[src/rtl/ring_buffer.sv]
// ring_buffer: single-clock circular FIFO of 2^BITLENGTH words, WIDTH bits each.
// One slot is always left empty, so usable capacity is 2^BITLENGTH - 1.
//
// Ports:
//   clk          - clock, all state changes on the rising edge
//   reset        - asynchronous, active-low reset
//   writeEnable  - write request; accepted only when not full
//   data         - word to write
//   readEnable   - read request; accepted only when not empty
//   dataReadAck  - registered, high for the cycle after an accepted read
//   dataRead     - registered data of the last accepted read (holds otherwise)
//   bufferLength - occupancy, zero-extended to 32 bits
//   debug        - read pointer, zero-extended to 32 bits
//   debug2       - write pointer, zero-extended to 32 bits
module ring_buffer #(
   parameter int WIDTH     = 8,
   parameter int BITLENGTH = 2
) (
   input  logic             clk,
   input  logic             reset,
   input  logic             writeEnable,
   input  logic [WIDTH-1:0] data,
   input  logic             readEnable,
   output logic             dataReadAck,
   output logic [WIDTH-1:0] dataRead,
   output logic [31:0]      bufferLength,
   output logic [31:0]      debug,
   output logic [31:0]      debug2
);

   localparam int DEPTH = 1 << BITLENGTH;

   // Storage is never reset; only the pointers define what is valid.
   logic [WIDTH-1:0]     mem [DEPTH];

   logic [BITLENGTH-1:0] rptr;
   logic [BITLENGTH-1:0] wptr;
   logic [BITLENGTH-1:0] rptr_inc;
   logic [BITLENGTH-1:0] wptr_inc;
   logic [BITLENGTH-1:0] occupancy;
   logic                 empty;
   logic                 full;
   logic                 wr_ok;
   logic                 rd_ok;

   assign rptr_inc  = rptr + BITLENGTH'(1);
   assign wptr_inc  = wptr + BITLENGTH'(1);
   assign occupancy = wptr - rptr;

   assign empty = (rptr == wptr);
   assign full  = (wptr_inc == rptr);

   // Both requests are judged against the pre-edge state, so a read when
   // full and a write when empty never depend on each other.
   assign wr_ok = writeEnable && !full;
   assign rd_ok = readEnable && !empty;

   always_ff @(posedge clk) begin
      if (wr_ok) begin
         mem[wptr] <= data;
      end
   end

   always_ff @(posedge clk or negedge reset) begin
      if (!reset) begin
         rptr        <= '0;
         wptr        <= '0;
         dataReadAck <= 1'b0;
         dataRead    <= '0;
      end else begin
         if (wr_ok) begin
            wptr <= wptr_inc;
         end
         if (rd_ok) begin
            rptr     <= rptr_inc;
            dataRead <= mem[rptr];
         end
         dataReadAck <= rd_ok;
      end
   end

   assign bufferLength = 32'(occupancy);
   assign debug        = 32'(rptr);
   assign debug2       = 32'(wptr);

endmodule

[config.mk]
export PLATFORM = sky130hd
export DESIGN_NAME = ring_buffer
export DESIGN_NICKNAME = d
export VERILOG_FILES = /design/src/rtl/ring_buffer.sv
export SDC_FILE = /design/constraint.sdc
export NUM_CORES = 1
export LEC_CHECK = 0
export CAP_MARGIN = 20
export CORE_MARGIN = 2
export CORE_UTILIZATION = 37
export DETAILED_ROUTE_END_ITERATION = 16
export HOLD_SLACK_MARGIN = 0.12
export PLACE_DENSITY = 0.82
export SYNTH_ARGS = -nofsm -noshare
export SYNTH_HDL_FRONTEND = slang
export SYNTH_SLANG_ARGS = --single-unit
export TNS_END_PERCENT = 5
[constraint.sdc]
create_clock -name clk -period 1.9 [get_ports clk]
set_input_delay 0.38 -clock clk [delete_from_list [all_inputs] [get_ports clk]]
set_output_delay 0.38 -clock clk [all_outputs]
set_load 0.02 [all_outputs]
==> results of run 1 <==
## cells by family after synthesis
family / share of synthesized area (%)
simple gates: 0.904
compound gates: 0.955
fa+ha+maj: 2.51
buf+inv: 29.1
flops: 51.7
xor+xnor: 1.76
mux: 12.9
other cells: 0.151
## area by class of cell
class	instances	area (µm²)
tap	77	96.3
fill	578	3740
timing repair buffer	36	335
sequential	45	1290
inverter	7	26.3
clock buffer	7	86.3
clock inverter	1	30.0
multi-input combinational	127	825
## Yosys cell counts, drive strengths merged
library cell	n
xor2	2
o31ai	1
mux4	8
mux2	9
a21boi	1
edfxtp	32
xnor2	3
mux2i	1
nand2	1
dfrtp	13
ha	5
nor2	5
conb	1
o21ai	1
inv	7
buf	93
## sequential cells by signal (all words and copies together) (netlist names)
| signal | cells |
|---|---|
| rptr | 2 |
| wptr | 2 |
| dataRead | 8 |
| mem | 32 |
| dataReadAck | 1 |
## path summary, 6_finish.rpt
path / end / slack (ns) / depth (start not counted)
setup / recovery: mem[0][2]$_DFFE_PP_ / -0.07 / 5
hold / removal: wptr[0]$_DFFE_PN0P_ / 0.47 / 1
setup reg to reg: mem[0][2]$_DFFE_PP_ / -0.07 / 5
hold reg to reg: dataRead[6]$_DFFE_PN0P_ / 0.53 / 1
max in group asynchronous: dataRead[4]$_DFFE_PN0P_ / 1.03 / 1
min in group clk: dataRead[6]$_DFFE_PN0P_ / 0.53 / 1
## power by group through the flow
stage	combinational [µW]	sequential, µW	clock (µW)
finish	2150	1540	735
global route	2310	1570	789
CTS	2150	1540	752
detailed placement	2170	1560	0
global placement	2120	1550	0
floorplan	1350	1710	0
## stage by stage
stage | cell area [µm²] | hold WS, ns | utilization [%] | total power [µW]
5_1_grt | 2690 | 0.539 | 41.8 | 4670
3_5_place_dp | 2560 | 0.507 | 39.8 | 3730
6_report | 2690 | 0.471 | 41.8 | 4430
4_1_cts | 2670 | 0.500 | 41.6 | 4440
3_3_place_gp | 2560 | 0.502 | 39.8 | 3670
2_1_floorplan | 2820 | 0.0844 | - | 3070
## layer usage
metal,GRT usage [%],vias up
met2,15.4,84
met3,2.50,6
li1,-,510
met5,0,-
met1,11.1,564
met4,3.03,0
## repair_timing
item                                    4_1_cts  5_1_grt
buffers inserted                              0        0
endpoints found under the setup margin       35       34
gates resized for setup                       6        1
hold buffers                                  0        0
==> impl_metrics.py, run 1 <==
metrics = {
    "floorplanning": {
        "core_area_um2": 6420,
        "ios": 117,
        "num_rows": 29,
        "dieArea_um2": 7400,
        "fp.dieH_um": 86.0,
        "die-width_um": 86.0,
        "initial_core_util_pct": 38.8,
    },
    "pwr": {
        "ir_worst_vdd_v": 0.000779,
        "switching_power_uw": 1550,
        "clockPowerShare_pct": 16.6,
        "pwr-share-comb_pct": 48.6,
        "powerDensity_nw_per_um2": 1650,
        "p_seq_share_pct": 34.8,
        "internal_power_uw": 2880,
        "swShare_pct": 35.1,
        "p_leak_uw": 0.00117,
    },
    "yosys": {
        "netlist_top_cells_area": "edfxtp_1 (39%), buf_4 (27%), dfrtp_1 (13%), mux4_2 (7.2%), mux2_4 (4.8%)",
        "synth-seq-cells": 45,
        "seq_area_frac_synth_pct": 51.7,
        "ys_types": 19,
        "yosys.area.top_type": "edfxtp_1",
        "syn_inst": 183,
        "synth_warnings": 0,
        "syn_area_um2": 2490,
        "syn_area_per_cell_um2": 13.6,
        "synth_top_area_share_pct": 38.6,
    },
    "sta": {
        "max_slew_margin_pct": 48.7,
        "min_period_ns": 1.97,
        "fmax_mhz": 507,
        "setup_ws_ns": -0.0706,
        "tns_ns": -1.67,
        "tightest_slew_ns": 0.767,
        "final-hold-violation-count": 0,
        "finClkSkew_ns": 0.00526,
        "final.period_utilization_pct": 104,
        "rsz0062_at_grt": "yes",
        "finalMaxSlewViolations": 0,
        "finalSetupViolCount": 32,
    },
    "finish": {
        "final_common_cell": "conb_1",
        "diodes": 0,
        "fin_cells": 300,
        "layout_common_cells": "conb_1 (90), edfxtp_1 (32), clkdlybuf4s50_1 (23), dfrtp_1 (13), buf_4 (10)",
        "layout-drive-gt1-share_pct": 16.1,
        "layout.nets": 239,
        "area.growth.synth_to_final_pct": 7.84,
    },
    "placement": {
        "pre_cts_slack_ns": -0.106,
        "post-dp-hpwl_um": 2660,
        "numPortBuffers": 26,
        "dpl.cell_count": 292,
        "gp_congestion": 0.798,
    },
    "global_route": {
        "grt_overflow": 0,
        "grt_pass1_vias": 903,
        "grt_usage_pct": 9.05,
        "grt_pass1_wl_um": 4960,
        "grt_start_max_net_pins": 14,
        "antenna_found_initial": 0,
    },
    "drt": {
        "wl_met1_um": 1430,
        "drt_first_pass_iters": 4,
        "route.detailed.drc": 0,
        "ant_nets": 0,
        "top_layer": "met4",
        "dr_total_vias": 1164,
        "dr_wl_met3_um": 329,
        "dr_wl_met2_um": 1820,
        "routed_wl_um": 3620,
        "routed_via_density": 3.88,
        "drt_iter0_drc": 18,
        "wire_per_inst_um": 12.1,
    },
    "clocking": {
        "root_buffer": "clkbuf_8",
        "cts_made_buffers": 5,
        "cts_buffer_depth": 2,
        "clock_sinks": 45,
        "path_clk_slew_ns": 0.08,
        "cts-htree-levels": 2,
        "cts_tree": "built",
        "clock_latency_ns": 0.29,
    },
    "setup_path": {
        "arrival_ns": 1.89,
        "path_cells": "inv_1 > ha_1 > xor2_1 > o21ai_2 > nor2_1",
        "cp-end-kind": "register",
        "r2r_start": "wptr[0]$_DFFE_PN0P_",
        "crit_required_ns": 1.82,
        "worst_path_largest_cell_delay_ns": 0.60,
        "crit_buf_inv": 1,
        "cp_top_family": "simple AND/OR/NAND/NOR gates",
        "cp_max_fo": 8,
        "crit_type": "reg2reg",
        "startpoint": "wptr[0]$_DFFE_PN0P_",
        "slowest_stage": "nor2_1",
        "critPathLaunchType": "register",
    },
    "run_status": {
        "status": "finished, violations left",
        "violations": "setup timing",
    },
    "flow_run": {
        "drv_cap": 0,
    },
    "worst_hold_path": {
        "hp-class": "in2async",
    },
}
Note: power is estimated with default switching activity, not from simulation.
==> inputs of run 2 (changes only) <==
Settings changed: CORE_UTILIZATION 37 to 40, PLACE_DENSITY 0.82 to 0.84, TNS_END_PERCENT 5 to unset.
Clock period 1.9 ns to 2.1 ns, I/O delays scaled along.
==> run 2 against run 1 <==
  * The run now ends clean
  * Clock skew up 0.0043 ns
  * Die area decreased by 7.2%
  * Critical path depth is 3 lower
  * Sequential cell count unchanged
  * Global-route usage increased by 1.1 points
  * Register-to-register slack improved by 0.21 ns
  * Highest routed layer unchanged
  * Final cell count is 1.7% lower
  * Sequential power decreased by 10%
  * Critical endpoint is now debug[1]
  * Wire length is 3.0% lower
  * Largest power group unchanged
==> impl_metrics.py, run 2 (synthesized netlist as in run 1, its figures left out) <==
metrics = {
    "setup_path": {
        "crit_required_ns": 1.68,
        "crit_type": "reg2out",
        "path_cells": "buf_4 > clkdlybuf4s50_1",
        "critPathLaunchType": "register",
        "cp-end-kind": "output port",
        "worst_path_largest_cell_delay_ns": 0.62,
        "cp_max_fo": 9,
        "slowest_stage": "clkdlybuf4s50_1",
        "arrival_ns": 1.58,
    },
    "finish": {
        "area.growth.synth_to_final_pct": 6.13,
        "layout-drive-gt1-share_pct": 14.5,
        "regMostFlops": "mem",
        "layout_common_cells": "conb_1 (90), edfxtp_1 (32), clkdlybuf4s50_1 (24), dfrtp_1 (13)",
        "multi_input_area_um2": 815,
        "largest_reg_flops": 32,
        "diodes": 0,
        "design_area_um2": 2640,
        "layout.nets": 236,
        "final_common_cell": "conb_1",
        "fillers": 526,
        "register_area_um2": 1290,
        "fin_cells": 295,
        "reg.largest.list": "mem x32, dataRead x8",
    },
    "drt": {
        "route.detailed.drc": 0,
        "routed_wl_um": 3510,
        "drt_first_pass_iters": 4,
        "wire_per_inst_um": 11.9,
        "ant_nets": 0,
        "routed_via_density": 3.85,
        "drt_iter0_drc": 15,
        "dr_total_vias": 1136,
    },
    "clocking": {
        "clock_latency_ns": 0.30,
        "cts-htree-levels": 2,
        "cts_made_buffers": 5,
        "clock_sinks": 45,
        "cts_tree": "built",
        "hold_buffers": 0,
        "path_clk_slew_ns": 0.09,
        "cts_buffer_depth": 2,
        "root_buffer": "clkbuf_8",
    },
    "pwr": {
        "powerDensity_nw_per_um2": 1470,
        "p_leak_uw": 0.00115,
        "ir_worst_vdd_v": 0.00118,
    },
    "sta": {
        "finClkSkew_ns": 0.00953,
        "finalMaxSlewViolations": 0,
        "tns_ns": 0,
        "final-hold-violation-count": 0,
        "min_period_ns": 2.00,
        "max_slew_margin_pct": 52.3,
        "finalSetupViolCount": 0,
        "fmax_mhz": 500,
        "tightest_slew_ns": 0.713,
        "rsz0062_at_grt": "no",
        "final.period_utilization_pct": 95.3,
    },
    "floorplanning": {
        "initial_core_util_pct": 41.8,
        "num_rows": 28,
        "core_area_um2": 5960,
        "ios": 117,
        "fp.dieH_um": 82.9,
        "die-width_um": 82.9,
        "dieArea_um2": 6870,
    },
    "global_route": {
        "grt_pass1_vias": 1058,
        "antenna_found_initial": 0,
        "met1_usage_pct": 10.9,
        "grt_usage_pct": 10.2,
        "gr-usage-met2_pct": 18.4,
        "grt.met3_usage_pct": 3.48,
        "grt_start_max_net_pins": 15,
        "grt_pass1_wl_um": 5280,
        "busiest_layer": "met2",
        "grt_overflow": 0,
    },
    "run_status": {
        "status": "finished clean",
    },
    "worst_hold_path": {
        "hp-class": "in2async",
    },
    "placement": {
        "post-dp-hpwl_um": 2610,
        "place_area_um2": 2530,
        "gp_congestion": 0.743,
        "dpl.cell_count": 287,
        "numPortBuffers": 26,
    },
    "flow_run": {
        "drv_cap": 0,
    },
}
run 2: cell count changes in the layout (fill, tap and decap cells not counted), sizes merged:
cell,change
buf,-3
clkdlybuf4s15,-2
clkbuf,-1
clkdlybuf4s50,+1
clkinv,+1
dlygate4sd2,+1
run 2: through the flow:
step           power, µW  hold slack [ns]  utilization (%)  worst slack [ns]
6_report            3890            0.503             44.4            0.0985
5_1_grt             4100            0.543             44.4            0.0182
4_1_cts             3940            0.522             44.3            0.0584
3_5_place_dp        3320            0.496             42.5            0.0976
3_3_place_gp        3270            0.513             42.5             0.162
2_1_floorplan       2770            0.124                -             0.137
run 2: worst max-delay path, delay by kind of cell (launching register included):
family	cells	cell delay, ns
buf+inv	2	0.84
flops	1	0.45
run 2: layer usage:
metal  wire length (µm)  part of all wire, %  vias to the layer above
met2               1810                   51                       79
li1                   -                    -                      504
met4                 50                  1.4                        0
met3                328                  9.3                        6
met5                  0                    0                        -
met1               1330                   38                      547
run 2: path summary, 6_finish.rpt:
path	startpoint	endpoint	slack [ns]	cells past startpoint
worst max-delay path	rptr[1]$_DFFE_PN0P_	debug[1]	0.1	2
worst min-delay path	reset	dataRead[5]$_DFFE_PN0P_	0.50	1
worst max register to register	wptr[0]$_DFFE_PN0P_	mem[3][3]$_DFFE_PP_	0.14	5
worst min register to register	dataRead[4]$_DFFE_PN0P_	dataRead[4]$_DFFE_PN0P_	0.52	1
max in group asynchronous	reset	dataRead[2]$_DFFE_PN0P_	1.18	1
min in group clk	dataRead[4]$_DFFE_PN0P_	dataRead[4]$_DFFE_PN0P_	0.52	1
run 2: final cells by class:
class	count	share of cell area (%)
Multi-Input combinational cell	127	30.8
Sequential cell	45	48.7
Tap cell	75	3.55
Timing Repair Buffer	33	11.7
Clock inverter	2	1.47
Inverter	7	0.994
Clock buffer	6	2.75
run 2: power breakdown:
part | switching [µW] | internal [µW] | total [µW] | leakage [µW]
Combinational | 986 | 882 | 1870 | 0.000653
Sequential | 118 | 1270 | 1380 | 0.000446
Clock | 286 | 357 | 643 | 0.0000554
run 2: repair_timing:
item / CTS / global route
gates resized for setup: 2 / 1
setup endpoints to repair: 2 / 8
buffers inserted: 0 / 0
==> inputs of run 3 (changes only) <==
Settings changed: MAX_ROUTING_LAYER set to met4.
==> run 3 against run 2 <==
  * Maximum frequency fell by 0.17%
  * Combinational power about the same
  * Sequential power about the same
  * Via count about the same
  * Power increased by 0.13%
  * Register-to-register slack about the same
  * Non-clock buffer count unchanged
  * Clock skew about the same
  * Worst setup slack got worse by 0.0034 ns
  * Wire length increased by 0.20%
  * Sequential share of layout area unchanged
  * Clock power is essentially flat
==> impl_metrics.py, run 3 (synthesized netlist as in run 1, its figures left out) <==
metrics = {
    "run_status": {
        "status": "finished clean",
    },
    "pwr": {
        "swShare_pct": 35.8,
        "p_leak_uw": 0.00115,
        "pwr-share-comb_pct": 48.0,
        "p_seq_share_pct": 35.5,
        "powerDensity_nw_per_um2": 1480,
        "switching_power_uw": 1390,
        "clockPowerShare_pct": 16.5,
        "internal_power_uw": 2500,
        "ir_worst_vdd_v": 0.00118,
    },
    "worst_hold_path": {
        "hp-class": "in2async",
    },
    "setup_path": {
        "crit_type": "reg2out",
        "slowest_stage": "clkdlybuf4s50_1",
        "worst_path_largest_cell_delay_ns": 0.62,
        "r2r_slack_ns": 0.15,
        "r2r_start": "wptr[0]$_DFFE_PN0P_",
        "critPathLaunchType": "register",
        "cp-end-kind": "output port",
        "cp_max_fo": 9,
        "rr_endpoint": "mem[3][3]$_DFFE_PP_",
        "path_cells": "buf_4 > clkdlybuf4s50_1",
        "arrival_ns": 1.58,
        "crit_required_ns": 1.68,
        "reg2regPathDepth": 5,
    },
    "floorplanning": {
        "fp.dieH_um": 82.9,
        "core_area_um2": 5960,
        "dieArea_um2": 6870,
        "die-width_um": 82.9,
        "ios": 117,
        "initial_core_util_pct": 41.8,
        "num_rows": 28,
    },
    "clocking": {
        "clock_sinks": 45,
        "clock_latency_ns": 0.30,
        "path_clk_slew_ns": 0.08,
        "cts_made_buffers": 5,
        "cts_buffer_depth": 2,
        "cts-htree-levels": 2,
        "root_buffer": "clkbuf_8",
        "cts_tree": "built",
    },
    "drt": {
        "dr_wl_met3_um": 274,
        "dr_wl_met2_um": 1810,
        "top_layer": "met4",
        "routed_via_density": 3.85,
        "routed_wl_um": 3520,
        "dr_total_vias": 1135,
        "wl_met1_um": 1380,
        "route.detailed.drc": 0,
        "ant_nets": 0,
        "wire_per_inst_um": 11.9,
        "drt_first_pass_iters": 3,
        "drt_iter0_drc": 22,
    },
    "sta": {
        "max_slew_margin_pct": 52.6,
        "finalSetupViolCount": 0,
        "finClkSkew_ns": 0.00908,
        "fmax_mhz": 499,
        "tns_ns": 0,
        "setup_ws_ns": 0.0951,
        "final-hold-violation-count": 0,
        "min_period_ns": 2.00,
        "finalMaxSlewViolations": 0,
        "final.period_utilization_pct": 95.5,
        "tightest_slew_ns": 0.708,
        "rsz0062_at_grt": "no",
    },
    "placement": {
        "gp_congestion": 0.752,
        "pre_cts_slack_ns": 0.0976,
        "post-dp-hpwl_um": 2610,
        "numPortBuffers": 26,
        "place_area_um2": 2530,
    },
    "finish": {
        "utilization_pct": 44.4,
        "regMostFlops": "mem",
        "layout.nets": 236,
        "largest_reg_flops": 32,
        "diodes": 0,
        "area.growth.synth_to_final_pct": 6.13,
        "layout-drive-gt1-share_pct": 14.5,
        "final_common_cell": "conb_1",
        "layout_common_cells": "conb_1 (90), edfxtp_1 (32), clkdlybuf4s50_1 (24), dfrtp_1 (13)",
        "design_area_um2": 2640,
        "fillers": 526,
        "reg.largest.list": "mem x32, dataRead x8",
    },
    "global_route": {
        "grt_overflow": 0,
        "grt_start_max_net_pins": 15,
        "grt_pass1_wl_um": 5290,
        "antenna_found_initial": 0,
        "grt_usage_pct": 10.5,
        "grt_pass1_vias": 1057,
    },
    "flow_run": {
        "drv_cap": 0,
    },
}
[run 3: power by group through the flow]
stage | clock, µW | sequential [µW] | combinational, µW
2_1_floorplan | 0 | 1550 | 1220
3_3_place_gp | 0 | 1400 | 1870
3_5_place_dp | 0 | 1400 | 1910
4_1_cts | 662 | 1390 | 1890
5_1_grt | 688 | 1410 | 2000
6_report | 644 | 1380 | 1870
[run 3: final cells by class]
cell class	count	area, µm²	area share [%]
clock inverters	2	38.8	1.47
well taps	75	93.8	3.55
inverters	7	26.3	0.994
clock buffers	6	72.6	2.75
multi-input cells	127	815	30.8
flip-flops and latches	45	1290	48.7
repair buffers	33	310	11.7
[run 3: worst max path at each step]
stage	startpoint	to	slack [ns]
6_report	rptr[1]$_DFFE_PN0P_	debug[1]	0.1
5_1_grt	wptr[0]$_DFFE_PN0P_	mem[3][4]$_DFFE_PP_	0.02
4_1_cts	wptr[0]$_DFFE_PN0P_	mem[1][4]$_DFFE_PP_	0.06
3_5_place_dp	wptr[0]$_DFFE_PN0P_	mem[1][1]$_DFFE_PP_	0.1
3_3_place_gp	writeEnable	mem[1][1]$_DFFE_PP_	0.16
2_1_floorplan	wptr[0]$_DFFE_PN0P_	mem[0][0]$_DFFE_PP_	0.14
[run 3: what timing repair did]
| item | CTS | global route |
|---|---|---|
| hold buffers | 0 | 0 |
| endpoints found under the setup margin | 2 | 8 |
| resized for setup | 2 | 1 |
| buffers inserted | 0 | 0 |
[run 3: critical path: cells and delay by family (launching register included)]
kind,cells,cell delay (ns)
buf+inv,2,0.84
flops,1,0.45
[run 3: stage by stage]
step / hold WS [ns] / std cells / power (µW)
finish: 0.502 / 295 / 3900
global placement: 0.513 / 287 / 3270
global route: 0.543 / 295 / 4100
CTS: 0.522 / 295 / 3940
floorplan: 0.124 / 272 / 2770
detailed placement: 0.496 / 287 / 3320
[run 3: routing by layer]
metal / track usage [%] / up-vias
met5: - / -
met4: 4.02 / 0
met3: 2.98 / 6
met2: 18.3 / 75
met1: 11.3 / 551
li1: - / 503
